**src/rtl/cdru_arb.sv**
```systemverilog
// N-requestor bank-conflict read arbiter with starvation promotion; grant is same-cycle, o_* one cycle later.
// No backpressure: denied requestors hold their request, and the counters lift them to top priority.
module cdru_arb #(
  parameter int NREQ     = 3,
  parameter int BANKBITS = 5,
  parameter int WORDBITS = 9,
  parameter int STARVE   = 4,
  localparam int A       = BANKBITS + WORDBITS,
  localparam int SELW    = ($clog2(NREQ) > 1) ? $clog2(NREQ) : 1,
  localparam int CNTW    = $clog2(STARVE + 1)
) (
  input  logic              clk,
  input  logic              rst,
  input  logic [NREQ-1:0]   r_en,
  input  logic [NREQ*A-1:0] r_addr,
  output logic [NREQ-1:0]   r_grnt,
  output logic              o_en,
  output logic [A-1:0]      o_addr,
  output logic [SELW-1:0]   o_sel,
  output logic [NREQ-1:0]   o_gmask
);

  logic [CNTW-1:0]     cnt [NREQ];
  logic [BANKBITS-1:0] bank [NREQ];
  logic [NREQ-1:0]     starving;
  logic [NREQ-1:0]     grnt;
  logic                prim_found;
  logic [SELW-1:0]     prim_idx;
  logic                clash;

  always_comb begin
    for (int k = 0; k < NREQ; k++) begin
      bank[k]     = r_addr[k*A+WORDBITS +: BANKBITS];
      starving[k] = (cnt[k] == CNTW'(STARVE));
    end
  end

  // Pass 0 walks the starving requestors, pass 1 the rest; both in ascending index.
  always_comb begin
    grnt       = '0;
    prim_found = 1'b0;
    prim_idx   = '0;
    clash      = 1'b0;
    for (int pass = 0; pass < 2; pass++) begin
      for (int k = 0; k < NREQ; k++) begin
        if (r_en[k] && (starving[k] == (pass == 0))) begin
          clash = 1'b0;
          for (int j = 0; j < NREQ; j++) begin
            if (grnt[j] && (bank[j] == bank[k]))
              clash = 1'b1;
          end
          if (!clash) begin
            grnt[k] = 1'b1;
            if (!prim_found) begin
              prim_found = 1'b1;
              prim_idx   = SELW'(k);
            end
          end
        end
      end
    end
  end

  assign r_grnt = grnt;

  always_ff @(posedge clk) begin
    if (rst) begin
      for (int k = 0; k < NREQ; k++)
        cnt[k] <= '0;
      o_en    <= 1'b0;
      o_addr  <= '0;
      o_sel   <= '0;
      o_gmask <= '0;
    end else begin
      for (int k = 0; k < NREQ; k++) begin
        if (r_en[k] && !grnt[k])
          cnt[k] <= starving[k] ? cnt[k] : cnt[k] + 1'b1;
        else
          cnt[k] <= '0;
      end
      o_gmask <= grnt;
      o_en    <= |grnt;
      if (prim_found) begin
        o_addr <= r_addr[prim_idx*A +: A];
        o_sel  <= prim_idx;
      end
    end
  end

endmodule
```
**config.mk**
```make
export PLATFORM = sky130hd
export DESIGN_NAME = cdru_arb
export DESIGN_NICKNAME = d
export VERILOG_FILES = /design/src/rtl/cdru_arb.sv
export SDC_FILE = /design/constraint.sdc
export NUM_CORES = 1
export LEC_CHECK = 0
export CAP_MARGIN = 20
export CORE_ASPECT_RATIO = 1.2
export CORE_MARGIN = 2
export CORE_UTILIZATION = 41
export CTS_BUF_LIST = sky130_fd_sc_hd__clkbuf_8
export CTS_CLUSTER_DIAMETER = 200
export DETAILED_ROUTE_END_ITERATION = 16
export PLACE_DENSITY = 0.8
export SLEW_MARGIN = 20
export SYNTH_ARGS = -nofsm -noshare
export SYNTH_HDL_FRONTEND = slang
export SYNTH_SLANG_ARGS = --single-unit
```
**constraint.sdc**
```tcl
create_clock -name clk -period 2.3 [get_ports clk]
set_input_delay 0.23 -clock clk [delete_from_list [all_inputs] [get_ports clk]]
set_output_delay 0.23 -clock clk [all_outputs]
set_load 0.05 [all_outputs]
```
==> results.env <==
OUTCOME='finished with violations'
FAILING_CHECKS='negative setup slack'
POST_SYNTH_INSTANCE_AREA_SQ_UM=1817
COUNT_OF_FLIP_FLOPS_WITH_A_BUILT_IN_ENABLE_AFTER_SYNTHESIS=6
ELEMENT_TYPE_AT_THE_CRITICAL_PATH_START='register'
DIE_W_MICRONS=64.77
REG2REG_SLACK_NS=0.03
POST-ROUTE-UTIL=0.7096
CLOCK.FMAX_MHz=411.1
TIGHTESTPINTRANSITION_NS=0.5807
CRITICAL_PATH_CLASS='reg -> out'
POST_CTS_HOLD_BUFFER_COUNT=0
START_UTIL=0.4263
BUFFER_PORTS.INSERTED=69
DRT.ANTENNA.VIOLATING_NETS=0
TIGHTEST_SLEW_MARGIN_RELATIVE_TO_THE_LIMIT=0.6117
GRT_PASS1_WL_MICRONS=8721
TOTALWIRELENGTH_MICRONS=5327
WHS_PATH_DEPTH=3
FLOORPLAN.IO_PINS=70
CLOCK-SINKS=29
MIN_FROM='r_addr[40]'
PLACEDINSTANCEAREA_SQ_UM=2739
DESIGN.DIE.AREA_SQ_UM=4982
GRT_START_MAX_NET_PINS=21
POST-SYNTH-TOP-AREA-CELL='sky130_fd_sc_hd__dfxtp_1'
YOSYSUNIQUECELLTYPES=47
LAYOUT.NETS=359
CRIT_PATH_MAX_FANOUT=3
RR_ENDPOINT='cnt[1][1]'
SETUP_VIOL=2
FIRSTDRTPASSITERS=4
DETAIL_ROUTE.DRC_VIOLATIONS=0
DOMINANTREGCELLSYNTH='sky130_fd_sc_hd__dfxtp_1'
WORST_HOLD_PATH.ENDPOINT='o_addr[12]'
FINAL-MAX-SLEW-VIOLATION-COUNT=0
POWER.DENSITY_CELL_AREA_nW_PER_UM2=486.9
YOSYS_WARNINGS=0
COUNT_OF_MAPPED_CELLS_OUT_OF_SYNTHESIS=205
CRIT_ARRIVAL_NS=2.20
CORE_AREA_SQ_UM=4262
SHARE_OF_CELLS_ABOVE_DRIVE_STRENGTH_1=0.2418
CRITICAL_PATH_SINK_TYPE='primary output'
DR_TOTAL_VIAS=1906
LAYOUT-AREA-OVERHEAD-VS-SYNTH_PCT=66.46
GLOBALROUTEOVERFLOWTOTAL=0
WORST_REG2REG_PATH_STARTPOINT='cnt[1][1]'
FRACTION_OF_THE_CYCLE_THE_FINAL_WORST_PATH_NEEDS=1.058
GLOBALROUTETOTALUTIL=0.2252
IRDROPWORSTVDD_V=0.0004219
DIE_HEIGHT_MICRONS=76.92
ROUTE.DETAILED.WL_PER_INST_MICRONS=14.72
HOLD-WORST-SLACK_NS=0.4279
CTS_INSERTED_BUFFERS=5
ROOT_BUFFER='sky130_fd_sc_hd__clkbuf_8'
TRITONCTS='done'
FINALNONFILLERCELLS=362
LEAKAGE_nW=1.248
FINCLKSKEW_NS=0.004347
SETUP_REPAIR_AFTER_GLOBAL_ROUTING_MISSED_ITS_MARGIN='yes'
COMMONEST_CELLS_AFTER_ROUTING_FILL_AND_TAPS_ASIDE='sky130_fd_sc_hd__clkdlybuf4s50_1 (61), sky130_fd_sc_hd__nor2_1 (39), sky130_fd_sc_hd__buf_4 (30)'
SHARE_OF_SYNTHESIZED_AREA_OCCUPIED_BY_FLIP_FLOPS_AND_LATCHES=0.3526
LAYOUT_SETUP_WS_NS=-0.1323
SYNTH.FF_LATCH_COUNT=29
ANTENNA_CELLS_INSERTED=0
DRT_ITER0_DRC=57
VIASPERCELL=5.265
SHARE_OF_THE_SYNTHESIZED_AREA_IN_THE_TOP_CELL_TYPE=0.2534
WORST-ENDPOINT-REQUIRED_NS=2.07
SYNTH_ASYNC_SR_FLOP_SHARE=0
FINALINSTANCEAREA_SQ_UM=3024
POST-DP-HPWL_MICRONS=3734
GP_CONGESTION=0.9120
FINAL_COMMON_CELL='sky130_fd_sc_hd__clkdlybuf4s50_1'
PLACE.DETAILED.INSTANCES=344
HP-CLASS='in -> reg'
HTREE_NUM_LEVELS=2
CTS-ROOT-TO-SINK-BUFFERS=2
HOLD_VIOL_FINAL=0
WORST_SKEW_PAIR.LATE_LATENCY_NS=0.28
DETAILEDPLACE.WORSTSLACK_NS=-0.2232
GRT_ANTENNA_BEFORE_REPAIR=0
FINALCRITICALPERIOD_NS=2.432
CTS.CLK_SLEW.WORST_PATHS_NS=0.06
SYNTH_AREA_LEADERS='sky130_fd_sc_hd__dfxtp_1 (25%), sky130_fd_sc_hd__edfxtp_1 (9.9%), sky130_fd_sc_hd__nor2_1 (8.5%)'
TIMING.MAX_CAP.VIOLATIONS=0
GRT_PASS1_VIAS=2002
WORSTREGTOREGCELLS=9
ROWS=26
SYNTH.AVG_CELL_AREA_SQ_UM=8.862
-- layer usage --
layer | global-route usage | share of wire
met1 | 0.2304 | 0.38
met2 | 0.4052 | 0.52
met3 | 0.08651 | 0.077
met4 | 0.08511 | 0.020
met5 | 0 | 0
-- stage by stage --
step | setup TNS, ns | total power (W)
after global routing | -1.131 | 0.001534
final | -0.1713 | 0.001473
after detailed placement | -2.081 | 0.001029
after CTS | -0.02881 | 0.001467
after global placement | -0.2962 | 0.001023
after floorplan | 0 | 0.0008172
-- sequential cells by signal (all words and copies together) (netlist names) --
| name | count |
|---|---|
| o_gmask | 3 |
| o_en | 1 |
| o_addr | 14 |
| cnt | 9 |
| o_sel | 2 |
-- cell families (layout without fill, tap and decap cells) --
kind of cell	Yosys count	after routing	synth area share
mux	14	14	0.07713
simple gates	86	86	0.2500
buf+inv	18	117	0.04821
xor+xnor	18	18	0.08678
compound gates	33	33	0.1419
fa+ha+maj	6	6	0.04132
other cells	1	3	0.002064
flops	29	29	0.3526
-- final cells by class --
cell class                 instances  area, sq um
tap                               56        70.07
timing repair buffer             101        970.9
fill                             314         1237
clock buffer                       6        82.58
clock inverter                     1        3.754
inverter                           9        33.78
sequential                        29        641.9
multi-input combinational        160         1221
-- repair_timing --
action                     in CTS  in global routing
resized for setup              23                  9
setup endpoints to repair       3                 11
pin swaps                       8                  7
buffers inserted                9                  4
-- worst max-delay path by stage --
stage	cells past startpoint	startpoint	to
after CTS	10	cnt[1][1]	r_grnt[2]
final	8	cnt[0][0]	r_grnt[2]
after global routing	10	cnt[1][1]	r_grnt[2]
after global placement	8	r_addr[12]	r_grnt[2]
after detailed placement	7	r_addr[39]	cnt[1][1]
after floorplan	7	cnt[1][0]	r_grnt[0]
-- power by group --
group,switching (W),internal (W),leakage [nW]
Combinational,0.000257,0.000224,0.941
Sequential,0.0000158,0.000548,0.259
Clock,0.000195,0.000233,0.0485
-- critical path, stage by stage, from the launching register on --
cell and delay (ns):
sky130_fd_sc_hd__edfxtp_1 0.36, sky130_fd_sc_hd__inv_1 0.05, sky130_fd_sc_hd__ha_1 0.23, sky130_fd_sc_hd__and2_1 0.18, sky130_fd_sc_hd__or4_4 0.55, sky130_fd_sc_hd__nand4b_2 0.13, sky130_fd_sc_hd__nand2_2 0.12, sky130_fd_sc_hd__nor2_4 0.16
sky130_fd_sc_hd__buf_12 0.14
-- cell usage after synthesis, types with 6 or more instances --
master / n
sky130_fd_sc_hd__dfxtp_1: 23
sky130_fd_sc_hd__ha_1: 6
sky130_fd_sc_hd__a221oi_1: 10
sky130_fd_sc_hd__xnor2_1: 13
sky130_fd_sc_hd__inv_1: 9
sky130_fd_sc_hd__mux2i_1: 14
sky130_fd_sc_hd__edfxtp_1: 6
sky130_fd_sc_hd__nor2_1: 41
sky130_fd_sc_hd__nand2_1: 10
sky130_fd_sc_hd__nand3_1: 7
sky130_fd_sc_hd__a21oi_1: 8
No activity file was read; power rests on OpenSTA's default activity.
